<file path="src/rtl/button_debouncer_if.sv">
// -----------------------------------------------------------------------------
// button_debouncer_if
//   Groups the button-side signals of one debouncer instance.
//
//   Signals:
//     Input_1     raw, asynchronous, possibly bouncing button level
//     Result      debounced, registered level
//     Rise_Pulse  one-cycle pulse when Result goes 0->1
//     Fall_Pulse  one-cycle pulse when Result goes 1->0 (button press)
//
//   Modports:
//     master  drives Input_1, observes the debounced outputs
//     slave   the debouncer itself
// -----------------------------------------------------------------------------
interface button_debouncer_if;
   logic Input_1;
   logic Result;
   logic Rise_Pulse;
   logic Fall_Pulse;

   modport master (
      output Input_1,
      input  Result,
      input  Rise_Pulse,
      input  Fall_Pulse
   );

   modport slave (
      input  Input_1,
      output Result,
      output Rise_Pulse,
      output Fall_Pulse
   );
endinterface : button_debouncer_if

</file>
<file path="src/rtl/button_debouncer.sv">
// -----------------------------------------------------------------------------
// button_debouncer
//   Synchronises a raw active-low button level into the GlobalClock domain and
//   debounces it: Result only follows the synchronised input once it has held
//   a new value long enough. Single-cycle Rise_Pulse / Fall_Pulse mark each
//   committed change. All outputs come straight from flops.
//
//   Parameters:
//     STABLE_CYCLES  stability window, legal range 1 .. 2**CNT_WIDTH-1
//     CNT_WIDTH      width of the stability counter
//     RESET_LEVEL    Result and synchroniser value under reset (1 = released)
//
//   Ports:
//     GlobalClock    system clock, rising edge
//     Reset          asynchronous, active-high reset
//     btn            button_debouncer_if.slave (Input_1 in; Result,
//                    Rise_Pulse, Fall_Pulse out)
// -----------------------------------------------------------------------------
module button_debouncer #(
   parameter int unsigned STABLE_CYCLES = 50000,
   parameter int unsigned CNT_WIDTH     = 16,
   parameter logic        RESET_LEVEL   = 1'b1
) (
   input  logic                GlobalClock,
   input  logic                Reset,
   button_debouncer_if.slave   btn
);

   localparam int unsigned SYNC_STAGES = 2;

   localparam logic [CNT_WIDTH-1:0] CNT_ZERO   = '0;
   localparam logic [CNT_WIDTH-1:0] CNT_ONE    = {{(CNT_WIDTH-1){1'b0}}, 1'b1};
   localparam logic [CNT_WIDTH-1:0] CNT_TARGET = STABLE_CYCLES[CNT_WIDTH-1:0];

   typedef enum logic {
      IDLE  = 1'b0,
      CHECK = 1'b1
   } state_t;

   // --------------------------------------------------------------------------
   // Two-flop synchroniser. sync_reg[0] is the metastability catcher, only
   // the last stage is allowed to feed the FSM.
   // --------------------------------------------------------------------------
   logic [SYNC_STAGES-1:0] sync_d;
   logic [SYNC_STAGES-1:0] sync_reg;
   logic                   sync_q2;

   genvar gi;
   generate
      for (gi = 0; gi < SYNC_STAGES; gi++) begin : g_sync
         if (gi == 0) begin : g_first
            assign sync_d[gi] = btn.Input_1;
         end else begin : g_chain
            assign sync_d[gi] = sync_reg[gi-1];
         end
      end
   endgenerate

   always_ff @(posedge GlobalClock or posedge Reset) begin
      if (Reset) begin
         sync_reg <= {SYNC_STAGES{RESET_LEVEL}};
      end else begin
         sync_reg <= sync_d;
      end
   end

   assign sync_q2 = sync_reg[SYNC_STAGES-1];

   // --------------------------------------------------------------------------
   // Debounce FSM
   // --------------------------------------------------------------------------
   state_t               state_reg,  state_next;
   logic [CNT_WIDTH-1:0] cnt_reg,    cnt_next;
   logic                 result_reg, result_next;
   logic                 rise_reg,   rise_next;
   logic                 fall_reg,   fall_next;

   always_ff @(posedge GlobalClock or posedge Reset) begin
      if (Reset) begin
         state_reg  <= IDLE;
         cnt_reg    <= CNT_ZERO;
         result_reg <= RESET_LEVEL;
         rise_reg   <= 1'b0;
         fall_reg   <= 1'b0;
      end else begin
         state_reg  <= state_next;
         cnt_reg    <= cnt_next;
         result_reg <= result_next;
         rise_reg   <= rise_next;
         fall_reg   <= fall_next;
      end
   end

   always_comb begin
      state_next  = state_reg;
      cnt_next    = cnt_reg;
      result_next = result_reg;
      rise_next   = 1'b0;
      fall_next   = 1'b0;

      case (state_reg)
         IDLE: begin
            // The entry edge already counts as the first differing sample.
            if (sync_q2 != result_reg) begin
               state_next = CHECK;
               cnt_next   = CNT_ONE;
            end
         end

         CHECK: begin
            if (sync_q2 == result_reg) begin
               // Bounced back before the window filled: discard the attempt.
               state_next = IDLE;
               cnt_next   = CNT_ZERO;
            end else if (cnt_reg == CNT_TARGET) begin
               // Commit. The counter stops at the target, so it never wraps.
               result_next = sync_q2;
               rise_next   = sync_q2;
               fall_next   = ~sync_q2;
               state_next  = IDLE;
               cnt_next    = CNT_ZERO;
            end else begin
               cnt_next = cnt_reg + CNT_ONE;
            end
         end

         default: begin
            state_next = IDLE;
            cnt_next   = CNT_ZERO;
         end
      endcase
   end

   assign btn.Result     = result_reg;
   assign btn.Rise_Pulse = rise_reg;
   assign btn.Fall_Pulse = fall_reg;

endmodule : button_debouncer
</file>
<file path="src/flat_wrapper.sv">
// flat-port wrapper written by rule: the top's interface ports become plain ports
module button_debouncer_flat 
#(
   parameter int unsigned STABLE_CYCLES = 50000,
   parameter int unsigned CNT_WIDTH     = 16,
   parameter logic        RESET_LEVEL   = 1'b1
)
  (GlobalClock, Reset, btn_Input_1, btn_Result, btn_Rise_Pulse, btn_Fall_Pulse);
  button_debouncer_if btn_i ();
  input  logic GlobalClock;
  input  logic Reset;
  input wire logic [$bits(btn_i.Input_1)-1:0] btn_Input_1;
  output wire logic [$bits(btn_i.Result)-1:0] btn_Result;
  output wire logic [$bits(btn_i.Rise_Pulse)-1:0] btn_Rise_Pulse;
  output wire logic [$bits(btn_i.Fall_Pulse)-1:0] btn_Fall_Pulse;
  assign btn_i.Input_1 = btn_Input_1;
  assign btn_Result = btn_i.Result;
  assign btn_Rise_Pulse = btn_i.Rise_Pulse;
  assign btn_Fall_Pulse = btn_i.Fall_Pulse;
  button_debouncer #(.STABLE_CYCLES(STABLE_CYCLES), .CNT_WIDTH(CNT_WIDTH), .RESET_LEVEL(RESET_LEVEL)) u_core (.GlobalClock(GlobalClock), .Reset(Reset), .btn(btn_i));
endmodule
</file>
<file path="config.mk">
export PLATFORM = sky130hd
export DESIGN_NAME = button_debouncer_flat
export DESIGN_NICKNAME = d
export VERILOG_FILES = /design/src/rtl/button_debouncer_if.sv /design/src/rtl/button_debouncer.sv /design/src/flat_wrapper.sv
export SDC_FILE = /design/constraint.sdc
export NUM_CORES = 1
export LEC_CHECK = 0
export BUFFER_PORTS_ARGS = -buffer_cell sky130_fd_sc_hd__buf_2
export CORE_MARGIN = 1.5
export CORE_UTILIZATION = 58
export DETAILED_ROUTE_END_ITERATION = 8
export MAX_ROUTING_LAYER = met4
export PLACE_DENSITY_LB_ADDON = 0.1
export SLEW_MARGIN = 20
export SYNTH_ARGS = -nofsm -noshare
export SYNTH_HDL_FRONTEND = slang
export SYNTH_SLANG_ARGS = --single-unit
</file>
<file path="constraint.sdc">
create_clock -name GlobalClock -period 2.4 [get_ports GlobalClock]
set_input_delay 0.12 -clock GlobalClock [delete_from_list [all_inputs] [get_ports GlobalClock]]
set_output_delay 0.12 -clock GlobalClock [all_outputs]
set_load 0.01 [all_outputs]
</file>
==> key figures <==
Floorplan
  – Die Wd: 47.1 um
  – Top-level port count: 6
  – Starting density of the core: 0.633
  – Die ar.: 0.00222 mm^2
  – # rows: 15
  – Die H: 47.1 um
  – Total core area: 0.00178 mm^2

Yosys
  – Synth Warn #: 0
  – Syn Area/Cell: 9.65 um^2
  – Commonest cells in the netlist: dfrtp_1, nand2_1, a21oi_1, a31oi_1, o21ai_0
  – Top FF cell, synth: dfrtp_1
  – Top cell type's share of synthesized area: 0.421
  – Post-synthesis cell area: 0.00113 mm^2
  – Synth top area cells: dfrtp_1, dfstp_2, a31oi_1
  – Cells after Synth: 117
  – Count leader, synth: dfrtp_1
  – Flops & latches, synth: 22
  – Ys async rst share: 1.00
  – Post-synth EDFFs: 0
  – Yosys top cell by area: dfrtp_1
  – Post-Syn Nets: 122
  – Yosys cell types: 33
  – Sequential area share after synthesis: 0.491

GRT
  – Initial antenna violation count: 0
  – Grt met2 use: 0.384
  – Grt met3 use: 0.0269
  – Vias in the first global route: 886
  – Overflow after GRT: 0
  – GR peak layer: met2
  – Met1 Use GR: 0.317
  – Largest net degree at the start of global routing: 23
  – GRT Overall Usage: 0.246
  – Global-route wire length before repair: 3.70 mm

Clock network
  – CTS clk-pin slew, worst paths: 0.11 ns
  – Num CTS Buffers: 3
  – Post-CTS Setup Inserts: 0
  – CTS tree: done
  – CTS Root Cell: clkbuf_4
  – Clk sink count: 22
  – Clock tree buffer depth: 2
  – Worst-skew pair later-pin latency: 0.30 ns
  – H-tree levels: 1

Timing
  – Final hold viol count: 0
  – Fmax: 0.504 GHz
  – Hold Slack: 0.364 ns
  – Min Tclk post-route: 1.99 ns
  – RSZ-0062 raised after global routing: false
  – # setup viols final: 0
  – Setup tns final: 0 ns
  – Final Cycle Share: 0.827
  – Worst Tran Pin Value: 0.778 ns
  – Worst slew margin: 0.481
  – Final Slew Violations: 0
  – Worst clock skew: 0.000666 ns

Routing
  – Vias per std cell: 6.14
  – Total iterations of the first detailed-routing run: 4
  – ANT nets after route: 0
  – Post-route DRC: 0
  – DR iter-0 viols: 22
  – Vias: 921
  – Total wire length: 2.16 mm
  – WL/cell: 14.4 um

Cells and area
  – Layout cells sized above 1: 0.144
  – P&R area growth vs syn: 8.20%
  – N_diodes: 0
  – Register area: 554 um^2
  – Fill cells: 137
  – Area of the multi-input gates: 532 um^2
  – Final design utilization: 0.685
  – Max reg flops: 16
  – NumNets Final: 131

Min path
  – Hold Startpoint: u_core.sync_reg[0]$_DFF_PP1_
  – Worst min path class: flop to flop

Pwr
  – Seq pwr share: 0.618
  – Internal: 0.518 mW
  – P per Cell Area: 574 mW/mm^2
  – Switching share of power: 0.261
  – Lkg Pwr: 0.543 nW
  – Combinational fraction of design power: 0.101
  – Clock power share: 0.281
  – Peak supply drop: 502 uV
  – PnR Total Power: 0.701 mW
  – Sw power: 0.183 mW

Placement
  – Dpl hpwl: 1.56 mm
  – Port Buf Inserts: 5
  – GPL Wtd Cong: 0.933

Setup path
  – R2R Path Start: u_core.cnt_reg[0]$_DFFE_PP0P_
  – Critical path class: flop to flop
  – Critical Path AT: 2.21 ns
  – Flop2flop setup slack: 0.41 ns
  – Worst Path Required: 2.63 ns
  – Critical Path Start: u_core.cnt_reg[0]$_DFFE_PP0P_
  – CP startpoint kind: flop
  – Type of element capturing the critical path: flop
  – Max FO, Critical Path: 6

Status
  – Status: completed

Flow run
  – Max Cap Violations: 0
-- kinds of logic (layout without fill, tap and decap cells) --
family	Yosys count	after routing	synth area share
XOR/XNOR	2	2	0.0155
multiplexers	1	1	0.00998
AO/OA/AOI/OAI	32	32	0.169
AND/OR/NAND/NOR	49	49	0.255
buffers and inverters	9	17	0.0377
adder cells (fa/ha/maj)	2	2	0.0222
flip-flops	22	22	0.491
-- layer usage --
metal  vias to the layer above  wire length (um)
met5                         -                 0
met4                         0                42
met3                         5                66
met2                        19              1040
met1                       452              1010
li1                        445                 -
-- critical path, stage by stage (launching register included) --
cell	delay, ns
dfrtp_1	0.45
inv_1	0.06
ha_1	0.19
and4bb_2	0.22
and4_1	0.26
or2_4	0.30
or3_1	0.34
o21ai_0	0.08
-- placed cells by master (no fill, tap or decap), types with 2 or more instances in the layout --
cell,count
or3_1,5
a21oi_1,9
nand2_1,13
nor2_1,5
nand3_1,5
buf_2,5
nor3b_1,2
a31oi_1,9
and3_1,4
nand4_1,3
ha_1,2
dlygate4sd3_1,2
clkbuf_4,3
dfrtp_1,19
dfstp_2,3
and4_1,2
and2_1,2
inv_1,6
o21ai_0,9
or2_2,2
xor2_1,2
-- worst paths after layout --
kind / to / depth (start not counted)
min in group asynchronous: u_core.cnt_reg[4]$_DFFE_PP0P_ / 3
max in group asynchronous: u_core.cnt_reg[14]$_DFFE_PP0P_ / 3
setup reg to reg: u_core.cnt_reg[9]$_DFFE_PP0P_ / 7
setup / recovery: u_core.cnt_reg[9]$_DFFE_PP0P_ / 7
hold reg to reg: u_core.sync_reg[1]$_DFF_PP1_ / 0
hold / removal: u_core.sync_reg[1]$_DFF_PP1_ / 0
-- layout make-up --
cell class,instances,area share
inverter,6,0.0184
clock buffer,4,0.0297
tap,25,0.0256
timing repair buffer,7,0.0369
sequential,22,0.454
multi-input combinational,86,0.435
-- per-stage QoR --
step	setup slack, ns	instances	instance area, um^2
after detailed placement	0.444	144	1160
final	0.415	150	1220
after global placement	0.515	144	1160
after global routing	0.288	150	1220
after CTS	0.406	150	1220
after floorplan	0.549	117	1130
-- power groups by stage --
stage	Clock, mW	Sequential [mW]	Combinational [mW]
floorplan	0	0.428	0.0546
global placement	0	0.439	0.0675
detailed placement	0	0.439	0.0678
CTS	0.201	0.431	0.0709
global route	0.213	0.439	0.0840
finish	0.197	0.434	0.0707
-- repair_timing --
item,CTS,global route
hold buffers,2,0
gates resized for setup,0,0
hold endpoints to repair,20,0
No activity file was read; power rests on OpenSTA's default activity.
